### src/rtl/cpu_mon_pkg.sv
// Shared types for the run monitor: verdict state encoding and PC-match helpers.
// Pure declarations, no logic or timing.
package cpu_mon_pkg;

    typedef enum logic [2:0] {
        ST_IDLE       = 3'd0,
        ST_RUN        = 3'd1,
        ST_PASS       = 3'd2,
        ST_FAIL_TO    = 3'd3,
        ST_FAIL_NOVLD = 3'd4,
        ST_FAIL_STALL = 3'd5,
        ST_FAIL_PC    = 3'd6
    } mon_state_e;

    // All-ones PC means "match disabled"; sliced down to the PC width at use.
    localparam logic [63:0] MON_PC_DISABLED = '1;

    function automatic logic is_terminal(input mon_state_e s);
        return (s != ST_IDLE) && (s != ST_RUN);
    endfunction

endpackage

### src/rtl/cpu_run_monitor_if.sv
// Core tap inputs and monitor result outputs bundled for the run monitor.
// Pure wiring, no latency; no backpressure (the core is never stalled).
interface cpu_run_monitor_if #(
    parameter int PC_W  = 32,
    parameter int CNT_W = 32
);
    logic             i_en;
    logic [PC_W-1:0]  i_pc;
    logic             i_insn_vld;
    logic [CNT_W-1:0] o_cycles;
    logic [CNT_W-1:0] o_retired;
    logic             o_sample_stb;
    logic [PC_W-1:0]  o_sample_pc;
    logic             o_sample_vld;
    logic [2:0]       o_state;
    logic             o_done;
    logic             o_pass;

    modport master (
        output i_en, i_pc, i_insn_vld,
        input  o_cycles, o_retired, o_sample_stb, o_sample_pc, o_sample_vld,
               o_state, o_done, o_pass
    );

    modport slave (
        input  i_en, i_pc, i_insn_vld,
        output o_cycles, o_retired, o_sample_stb, o_sample_pc, o_sample_vld,
               o_state, o_done, o_pass
    );
endinterface

### src/rtl/mon_sat_counter.sv
// Saturating up-counter with synchronous clear; value visible one cycle after inc.
// No backpressure: inc is a hold/advance enable, the count sticks at all-ones.
module mon_sat_counter #(
    parameter int W = 32
) (
    input  logic         clk,
    input  logic         rst_n,
    input  logic         clr,
    input  logic         inc,
    output logic [W-1:0] q
);

    always_ff @(posedge clk or negedge rst_n) begin
        if (!rst_n) begin
            q <= '0;
        end else if (clr) begin
            q <= '0;
        end else if (inc && (q != '1)) begin
            q <= q + W'(1);
        end
    end

endmodule

### src/rtl/cpu_run_monitor.sv
// Run supervisor for the single-cycle core: counts cycles/retires, samples PC, latches a sticky verdict.
// Verdicts and samples are registered (visible one cycle later); i_en=0 pauses everything, the core is never stalled.
module cpu_run_monitor
    import cpu_mon_pkg::*;
#(
    parameter int              PC_W          = 32,
    parameter int              CNT_W         = 32,
    parameter int              TIMEOUT       = 2000,
    parameter int              SAMPLE_PERIOD = 100,
    parameter int              STALL_LIMIT   = 64,
    parameter logic [PC_W-1:0] PASS_PC       = '1,
    parameter logic [PC_W-1:0] FAIL_PC       = '1
) (
    input logic               i_clk,
    input logic               i_rst_n,
    cpu_run_monitor_if.slave  mon
);

    localparam int   STALL_W = (STALL_LIMIT > 1) ? $clog2(STALL_LIMIT) : 1;
    localparam int   SMP_W   = (SAMPLE_PERIOD > 1) ? $clog2(SAMPLE_PERIOD) : 1;
    localparam logic PASS_EN = (PASS_PC != MON_PC_DISABLED[PC_W-1:0]);
    localparam logic FAIL_EN = (FAIL_PC != MON_PC_DISABLED[PC_W-1:0]);

    mon_state_e         state;
    mon_state_e         verdict;
    logic               seen_vld;
    logic [STALL_W-1:0] stall_cnt;
    logic [SMP_W-1:0]   sample_cnt;
    logic [CNT_W-1:0]   cycles;
    logic [CNT_W-1:0]   retired;
    logic               sample_stb;
    logic [PC_W-1:0]    sample_pc;
    logic               sample_vld;

    logic active, vld;
    logic hit_fail, hit_pass, hit_stall, hit_to;

    assign vld       = mon.i_insn_vld;
    assign active    = (state == ST_RUN) && mon.i_en;
    assign hit_fail  = vld && FAIL_EN && (mon.i_pc == FAIL_PC);
    assign hit_pass  = vld && PASS_EN && (mon.i_pc == PASS_PC);
    assign hit_stall = !vld && seen_vld && (stall_cnt == STALL_W'(STALL_LIMIT - 1));
    assign hit_to    = (cycles == CNT_W'(TIMEOUT - 1));

    // Priority order: fail PC, pass PC, stall, then the timeout resolution.
    always_comb begin
        verdict = ST_RUN;
        if (hit_fail) begin
            verdict = ST_FAIL_PC;
        end else if (hit_pass) begin
            verdict = ST_PASS;
        end else if (hit_stall) begin
            verdict = ST_FAIL_STALL;
        end else if (hit_to) begin
            if (!(seen_vld || vld)) begin
                verdict = ST_FAIL_NOVLD;
            end else if (!PASS_EN) begin
                verdict = ST_PASS;
            end else begin
                verdict = ST_FAIL_TO;
            end
        end
    end

    always_ff @(posedge i_clk or negedge i_rst_n) begin
        if (!i_rst_n) begin
            state      <= ST_IDLE;
            seen_vld   <= 1'b0;
            stall_cnt  <= '0;
            sample_cnt <= '0;
            sample_stb <= 1'b0;
            sample_pc  <= '0;
            sample_vld <= 1'b0;
        end else begin
            sample_stb <= 1'b0;
            case (state)
                ST_IDLE: begin
                    if (mon.i_en) state <= ST_RUN;
                end
                ST_RUN: begin
                    if (mon.i_en) begin
                        state     <= verdict;
                        seen_vld  <= seen_vld | vld;
                        stall_cnt <= vld ? '0 : (seen_vld ? stall_cnt + STALL_W'(1) : '0);
                        // The verdict cycle still counts but does not raise a sample pulse.
                        if (verdict == ST_RUN) begin
                            if (sample_cnt == '0) begin
                                sample_stb <= 1'b1;
                                sample_pc  <= mon.i_pc;
                                sample_vld <= vld;
                                sample_cnt <= SMP_W'(SAMPLE_PERIOD - 1);
                            end else begin
                                sample_cnt <= sample_cnt - SMP_W'(1);
                            end
                        end
                    end
                end
                default: ;
            endcase
        end
    end

    mon_sat_counter #(.W(CNT_W)) u_cycles (
        .clk   (i_clk),
        .rst_n (i_rst_n),
        .clr   (state == ST_IDLE),
        .inc   (active),
        .q     (cycles)
    );

    mon_sat_counter #(.W(CNT_W)) u_retired (
        .clk   (i_clk),
        .rst_n (i_rst_n),
        .clr   (state == ST_IDLE),
        .inc   (active && vld),
        .q     (retired)
    );

    assign mon.o_cycles     = cycles;
    assign mon.o_retired    = retired;
    assign mon.o_sample_stb = sample_stb;
    assign mon.o_sample_pc  = sample_pc;
    assign mon.o_sample_vld = sample_vld;
    assign mon.o_state      = state;
    assign mon.o_done       = is_terminal(state);
    assign mon.o_pass       = (state == ST_PASS);

endmodule

### src/flat_wrapper.sv
// flat-port wrapper written by rule: the top's interface ports become plain ports
module cpu_run_monitor_flat import cpu_mon_pkg::*;
#(
    parameter int              PC_W          = 32,
    parameter int              CNT_W         = 32,
    parameter int              TIMEOUT       = 2000,
    parameter int              SAMPLE_PERIOD = 100,
    parameter int              STALL_LIMIT   = 64,
    parameter logic [PC_W-1:0] PASS_PC       = '1,
    parameter logic [PC_W-1:0] FAIL_PC       = '1
)
  (i_clk, i_rst_n, mon_i_en, mon_i_pc, mon_i_insn_vld, mon_o_cycles, mon_o_retired, mon_o_sample_stb, mon_o_sample_pc, mon_o_sample_vld, mon_o_state, mon_o_done, mon_o_pass);
  cpu_run_monitor_if #(.PC_W(PC_W), .CNT_W(CNT_W)) mon_i ();
  input logic i_clk;
  input logic i_rst_n;
  input wire logic [$bits(mon_i.i_en)-1:0] mon_i_en;
  input wire logic [$bits(mon_i.i_pc)-1:0] mon_i_pc;
  input wire logic [$bits(mon_i.i_insn_vld)-1:0] mon_i_insn_vld;
  output wire logic [$bits(mon_i.o_cycles)-1:0] mon_o_cycles;
  output wire logic [$bits(mon_i.o_retired)-1:0] mon_o_retired;
  output wire logic [$bits(mon_i.o_sample_stb)-1:0] mon_o_sample_stb;
  output wire logic [$bits(mon_i.o_sample_pc)-1:0] mon_o_sample_pc;
  output wire logic [$bits(mon_i.o_sample_vld)-1:0] mon_o_sample_vld;
  output wire logic [$bits(mon_i.o_state)-1:0] mon_o_state;
  output wire logic [$bits(mon_i.o_done)-1:0] mon_o_done;
  output wire logic [$bits(mon_i.o_pass)-1:0] mon_o_pass;
  assign mon_i.i_en = mon_i_en;
  assign mon_i.i_pc = mon_i_pc;
  assign mon_i.i_insn_vld = mon_i_insn_vld;
  assign mon_o_cycles = mon_i.o_cycles;
  assign mon_o_retired = mon_i.o_retired;
  assign mon_o_sample_stb = mon_i.o_sample_stb;
  assign mon_o_sample_pc = mon_i.o_sample_pc;
  assign mon_o_sample_vld = mon_i.o_sample_vld;
  assign mon_o_state = mon_i.o_state;
  assign mon_o_done = mon_i.o_done;
  assign mon_o_pass = mon_i.o_pass;
  cpu_run_monitor #(.PC_W(PC_W), .CNT_W(CNT_W), .TIMEOUT(TIMEOUT), .SAMPLE_PERIOD(SAMPLE_PERIOD), .STALL_LIMIT(STALL_LIMIT), .PASS_PC(PASS_PC), .FAIL_PC(FAIL_PC)) u_core (.i_clk(i_clk), .i_rst_n(i_rst_n), .mon(mon_i));
endmodule
### config.mk
export PLATFORM = sky130hd
export DESIGN_NAME = cpu_run_monitor_flat
export DESIGN_NICKNAME = d
export VERILOG_FILES = /design/src/rtl/cpu_mon_pkg.sv /design/src/rtl/cpu_run_monitor_if.sv /design/src/rtl/mon_sat_counter.sv /design/src/rtl/cpu_run_monitor.sv /design/src/flat_wrapper.sv
export SDC_FILE = /design/constraint.sdc
export NUM_CORES = 1
export LEC_CHECK = 0
export CORE_MARGIN = 2
export CORE_UTILIZATION = 51
export DETAILED_ROUTE_END_ITERATION = 10
export PLACE_DENSITY = 0.81
export SLEW_MARGIN = 10
export SYNTH_ARGS = -nofsm -noshare
export SYNTH_HDL_FRONTEND = slang
export SYNTH_HIERARCHICAL = 1
export SYNTH_SLANG_ARGS = --single-unit
### constraint.sdc
create_clock -name i_clk -period 3.42 [get_ports i_clk]
set_input_delay 0.855 -clock i_clk [delete_from_list [all_inputs] [get_ports i_clk]]
set_output_delay 0.855 -clock i_clk [all_outputs]
set_load 0.01 [all_outputs]
==> results of run 1 <==
[sequential cells by signal, summed over array words and instances, names as in the netlist]
name,cells
u_core/u_cycles/q,32
u_core/seen_vld,1
u_core/mon.o_sample_stb,1
u_core/mon.o_state,3
u_core/mon.o_sample_pc,32
u_core/mon.o_sample_vld,1
u_core/sample_cnt,7
u_core/u_retired/q,32
u_core/stall_cnt,6
[area by class of cell]
cell class | instances | share of cell area
well taps | 147 | 0.0218
inverters | 19 | 0.00845
clock inverters | 9 | 0.0234
multi-input cells | 421 | 0.369
flip-flops and latches | 115 | 0.341
clock buffers | 23 | 0.0578
repair buffers | 150 | 0.178
[power by group]
group	total, µW	internal [µW]	switching [µW]	leakage, µW
clock	2040	1440	596	0.000333
sequential	1780	1550	230	0.00155
combinational	953	571	381	0.00182
total	4770	3560	1210	0.00369
[stage by stage]
| stage | total power (µW) | instances | worst slack, ns | hold WS, ns | util |
|---|---|---|---|---|---|
| 3_3_place_gp | 2710 | 852 | 0.239 | 0.463 | 0.648 |
| 5_1_grt | 4980 | 884 | 0.466 | 0.458 | 0.706 |
| 4_1_cts | 4810 | 884 | 0.615 | 0.441 | 0.706 |
| 3_5_place_dp | 2750 | 852 | 0.226 | 0.480 | 0.648 |
| 6_report | 4770 | 884 | 0.566 | 0.428 | 0.706 |
| 2_1_floorplan | 2260 | 574 | 0.542 | 0.439 | - |
[final timing paths]
kind	to
worst max-delay path	u_core/u_retired/q[19]
worst min-delay path	u_core/mon.o_sample_pc[23]
worst max register to register	u_core/mon.o_sample_pc[24]
worst min register to register	u_core/mon.o_sample_pc[16]
max in group asynchronous	u_core/u_cycles/q[31]
min in group i_clk	u_core/mon.o_sample_pc[16]
[logic make-up (layout without fill, tap and decap cells)]
kind of cell | Yosys count | count (layout)
AOI/OAI and AO/OA | 91 | 91
xor gates and xnor gates | 26 | 26
adders and majority gates | 5 | 5
buffers and inverters | 38 | 201
DFF | 115 | 115
muxes | 52 | 52
and+or+nand+nor | 247 | 247
[metal layers]
| metal | wire, µm | track usage |
|---|---|---|
| met1 | 6860 | 0.311 |
| met2 | 7300 | 0.385 |
| met3 | 787 | 0.0524 |
| met4 | 154 | 0.0659 |
| met5 | 0 | 0 |
[critical path: cells and delay by family]
family | cells | cell delay (ns)
simple gates | 5 | 0.85
buf+inv | 3 | 0.79
mux | 1 | 0.35
compound gates | 1 | 0.29
[cell usage in the layout, fill, tap and decap left out, types with 7 or more instances in the layout]
master and instances:
a211oi_1 10, nand3_1 28, clkdlybuf4s50_1 137, o21ai_0 17, inv_1 19, and2_1 7, nor2_1 62, nand4_1 12
mux2_2 17, nor2b_1 13, clkbuf_16 17, mux2_4 32, o31ai_1 7, and3_1 18, a21oi_1 24, xnor2_1 20
buf_4 10, or3_1 11, nor3_1 10, nor4_2 8, nand2_1 28, dfrtp_1 115, nor4_1 8
==> summary.md, run 1 <==
| Metric | Value |
|---|---|
| EDFF count, synth | 0 |
| Post-DRT Antenna Nets | 0 |
| Clk sink count | ~120 |
| Clock latency on the worst-skew pair | about 0.40 ns |
| Area contributors post-synth | dfrtp_1, mux2_4, nor2_1 |
| Critical Path Max Stage Delay | 0.47 ns |
| CTS resizes | 0 |
| Port Buf Inserts | about 140 |
| Layout Nets | 765 |
| Largest family of logic cells by synthesized area | simple AND/OR/NAND/NOR gates |
| R2R depth | 5 |
| DIE WIDTH | between 100 and 150 µm |
| Initial antenna violation count | 0 |
| Mux contribution to synthesized area | 0.113 |
| Final TNS setup | 0 ns |
| Primary FF master, synth | dfrtp_1 |
| Actual slew at the worst max-slew pin | 0.737 ns |
| Fin area | between 0.008 and 0.009 mm² |
| Synth Area in Adders | 0.0101 |
| RSZ-0062 raised after global routing | no |
| Placeable Area | 0.0120 mm² |
| Syn Inst Count | between 500 and 600 |
| Final hold viol count | 0 |
| VDD IR max | about 0.32 mV |
| Area grow syn2layout | 36.2% |
| Via density | around 5.7 |
| Seq. cell area | 0.00288 mm² |
| Top-area cell type share of the netlist area | 0.464 |
| Slowest-stage cell, CP | clkdlybuf4s50_1 |
| DRC | 0 |
| CP required | 3.71 ns |
| Drt total wl | ~15,000 µm |
| Seq/Total Area, Yosys | 0.464 |
| CTS tree | done |
| Placed cell area | 0.00776 mm² |
| Most common cell in the netlist | dfrtp_1 |
| Tcrit/Tclk final | 0.835 |
| Crit path max fanout | 11 |
| Number of global-route vias before repair | a little under 5,000 |
| Flops & latches, synth | between 100 and 150 |
| R2R Path Start | u_core/u_cycles/q[16] |
| Crit Path Class | input port to flip-flop |
| Compound-gate portion of the synthesized area | 0.104 |
| Htree depth | 4 |
| Cell breakdown of the critical path | clkdlybuf4s50_1, nand4bb_1, inv_1, and2_1, and3_1, nand4_1, a21o_1, buf_4, nor3_1, mux2_2 |
| Skew final | 0.00764 ns |
| Achievable Freq | 0.350 GHz |
| Largest net degree at the start of global routing | a little over 80 |
| Root Buffer | clkbuf_16 |
| Worst R2R Setup Slack | 0.83 ns |
| Vias | about 5,100 |
| Multi-input logic area | 0.00312 mm² |
| Simple-Gate Fraction of Synth Area | 0.238 |
| Gpl congestion | between 0.8 and 0.9 |
| DRT iter0 DRCs | ~350 |
| Die Span Y | about 110 µm |
| Most instantiated cells after synthesis | dfrtp_1, nor2_1, mux2_4 |
| Layout cell share with drive strength beyond 1 | 0.172 |
| Detail Placement HPWL | ~10,000 µm |
| First-pass GRT wire length | 24,300 µm |
| Fraction of synthesis flops using an asynchronous set or reset pin | 1.00 |
| CP startpoint | mon_i_en |
| Leak pwr | around 0.0037 µW |
| Syn avg cell area | around 11 µm² |
| Max_cap viols | 0 |
| PD cells | between 500 and 600 mW/mm² |
| Crit path time final | 2.85 ns |
| Total track usage | 0.233 |
| Worst Path Arrival | approximately 3.1 ns |
| HP Class | input port to asynchronous set/reset pin |
| Syn nets | 615 |
| Setup Buffers After CTS | 0 |
| CTS clk-pin slew, worst paths | ~0.050 ns |
| Max Slew Vio Count | 0 |
| Startpoint Class | input port |
| DR pass1 iterations | 5 |
| Rows | 40 |
| Starting Density | 0.518 |
| CTS buffer count | 17 |
| Ant. Diodes | 0 |
| Unique masters post-synth | 58 |
| Slew HR | 0.504 |
| Cell area after synthesis | between 0.006 and 0.007 mm² |
| Cts hold-fix bufs | 0 |
| Global route overflow | 0 |
| Crit. End Element | flip-flop |
| Final setup fails | 0 |
| Filler instances | about 880 |
| Post-Synth XOR/XNOR Area | 0.0367 |
| IO Pins | between 100 and 150 |
| Wire length per cell | roughly 17 µm |
| Status | finished, final reports clean |
| Clock Path Buffers | 2 |
| Synth area leader | dfrtp_1 |
| Syn. warnings | 6 |
| Die ar. | approximately 0.013 mm² |
(Power assumes the default switching activity.)
==> inputs of run 2 (changes only) <==
CORE_UTILIZATION = 46   (was 51)
PLACE_DENSITY = 0.77   (was 0.81)
clock period = 2.4 ns   (was 3.42 ns; I/O delays follow)
==> run 2 against run 1 <==
- final area rose by 2.4%
- register-to-register slack lost 0.70 ns
- sequential power up 42%
- combinational power up 43%
- count of clock-buffer cells in the layout down 4
- setup slack got worse by 0.44 ns
- global-route usage shrank 1.3 points
- critical endpoint is now u_core/u_retired/q[25]
==> summary.md, run 2 (synthesis results as in run 1) <==
| Metric | Value |
|---|---|
| CP startpoint | u_core/mon.o_state[1] |
| Hold Worst Slack | between 0.2 and 0.3 ns |
| CP required | 2.73 ns |
| Commonest non-fill, non-tap cell in the layout | clkdlybuf4s50_1 |
| Fin area | between 0.008 and 0.009 mm² |
| Commonest non-fill, non-tap cells in the layout | clkdlybuf4s50_1, dfrtp_1, nor2_1 |
| Max_cap viols | 0 |
| Max Slew Vio Count | 0 |
| Layout Nets | roughly 790 |
| Number of global-route vias before repair | approximately 5,000 |
| HP Class | input port to asynchronous set/reset pin |
| Via density | 5.62 |
| DRT iter0 DRCs | between 200 and 300 |
| First-pass GRT wire length | between 20,000 and 30,000 µm |
| Placed cell area | about 0.008 mm² |
| Detail Placement HPWL | 10,400 µm |
| Wire length per cell | between 15 and 20 µm |
| CTS tree | done |
| Ant. Diodes | 0 |
| Reg2reg end | u_core/u_retired/q[25] |
| Dpl ws | -0.544 ns |
| Total track usage | 0.220 |
| Final std cells w/o fill | between 900 and 1,000 |
| Largest net degree at the start of global routing | 116 |
| PD cells | ~760 mW/mm² |
| Leak pwr | 0.00379 µW |
| Crit. End Element | flip-flop |
| Clk sink count | between 100 and 150 |
| CTS buffer count | 17 |
| Achievable Freq | roughly 0.44 GHz |
| Dpl cells | ~900 |
| Global route overflow | 0 |
| Root Buffer | clkbuf_16 |
| CTS clk-pin slew, worst paths | ~0.050 ns |
| Placeable Area | 0.0132 mm² |
| DR pass1 iterations | 4 |
| Clock Path Buffers | 2 |
| Setup Buffers After CTS | 0 |
| Starting Density | 0.470 |
| Worst Path Arrival | between 2 and 3 ns |
| Worst R2R Setup Slack | around 0.13 ns |
| DIE WIDTH | between 100 and 150 µm |
| Final hold viol count | 0 |
| Initial antenna violation count | 0 |
| Final setup fails | 0 |
| R2R depth | 8 |
| Setup WS post-layout | 0.128 ns |
| Tcrit/Tclk final | 0.947 |
| Vias | between 5,000 and 6,000 |
| Actual slew at the worst max-slew pin | around 0.62 ns |
| Drt total wl | roughly 15,000 µm |
| Htree depth | 4 |
| R2R Path Start | u_core/mon.o_state[1] |
| Crit Path Class | flip-flop to flip-flop |
| Status | finished, final reports clean |
| Slew HR | 0.588 |
| Startpoint Class | flip-flop |
| Rows | 42 |
| IO Pins | 139 |
| VDD IR max | ~0.47 mV |
| Clock latency on the worst-skew pair | 0.41 ns |
| DRC | 0 |
| Gpl congestion | 0.851 |
| Die Span Y | approximately 120 µm |
| Post-DRT Antenna Nets | 0 |
| Area grow syn2layout | 39.5% |
| Crit path to | u_core/u_retired/q[25] |
| Port Buf Inserts | about 140 |
| Skew final | around 0.0091 ns |
| Crit path time final | about 2.3 ns |
| Post-layout util | 0.655 |
| Die ar. | about 0.014 mm² |
| Layout cell share with drive strength beyond 1 | 0.212 |
| Crit path max fanout | 6 |
| Filler instances | around 1,000 |
[run 2: cell types whose count changed in the layout (fill, tap and decap cells not counted), sizes merged]
| cell | previous run | this run |
|---|---|---|
| buf | 13 | 33 |
| clkbuf | 23 | 19 |
| clkinv | 2 | 5 |
| clkinvlp | 1 | 4 |
| bufinv | 6 | 4 |
| clkdlybuf4s50 | 137 | 135 |
| a21o | 6 | 7 |
| dlygate4sd2 | 0 | 1 |
| dlymetal6s2s | 0 | 1 |
[run 2: worst min path at each step]
stage                              from                          to  slack (ns)  cells after the start
global route                    i_rst_n  u_core/mon.o_sample_pc[23]        0.31                      2
CTS                             i_rst_n  u_core/mon.o_sample_pc[29]        0.30                      2
detailed placement  u_core/stall_cnt[5]         u_core/stall_cnt[5]        0.47                      1
floorplan                       i_rst_n   u_core/mon.o_sample_pc[0]        0.30                      0
finish                          i_rst_n  u_core/mon.o_sample_pc[21]        0.25                      2
global placement    u_core/stall_cnt[5]         u_core/stall_cnt[5]        0.46                      1
[run 2: timing repair]
| item | CTS | global route |
|---|---|---|
| setup endpoints to repair | 16 | 3 |
| gates cloned | 1 | 0 |
| hold buffers | 0 | 0 |
| pin swaps | 1 | 0 |
| resized for setup | 7 | 3 |
[run 2: routing by layer]
metal  vias to the layer above  GRT usage  part of all wire
li1                       2440          -                 -
met1                      2579      0.290              0.44
met2                       199      0.350              0.48
met3                        27     0.0504             0.061
met4                         0     0.0890             0.020
met5                         -          0                 0
[run 2: critical path, stage by stage (launching register included)]
cell       delay (ns)
dfrtp_1          0.37
nand4bb_1        0.27
inv_4            0.10
and2_4           0.14
and3_4           0.18
nand4_1          0.18
a21o_4           0.28
or4_1            0.51
a21oi_1          0.16
[run 2: per-stage QoR]
step	setup TNS, ns	total power [µW]
finish	0	6580
detailed placement	-14.44	3930
floorplan	0	3220
CTS	0	6640
global route	-0.0103	6900
global placement	-12.24	3860
[run 2: area by class of cell]
| class | count | area, µm² | area share |
|---|---|---|---|
| clock buffer | 19 | 453 | 0.0524 |
| clock inverter | 13 | 183 | 0.0211 |
| timing repair buffer | 170 | 1660 | 0.192 |
| inverter | 19 | 73.8 | 0.00854 |
| sequential | 115 | 2880 | 0.333 |
| multi-input combinational | 422 | 3180 | 0.368 |
| tap | 176 | 220 | 0.0255 |
[run 2: where the power goes]
group	switching [µW]	internal [µW]	total [µW]	leakage, µW
sequential	323	2210	2530	0.00155
combinational	537	826	1360	0.00194
clock	899	1790	2690	0.000301
total	1760	4820	6580	0.00379
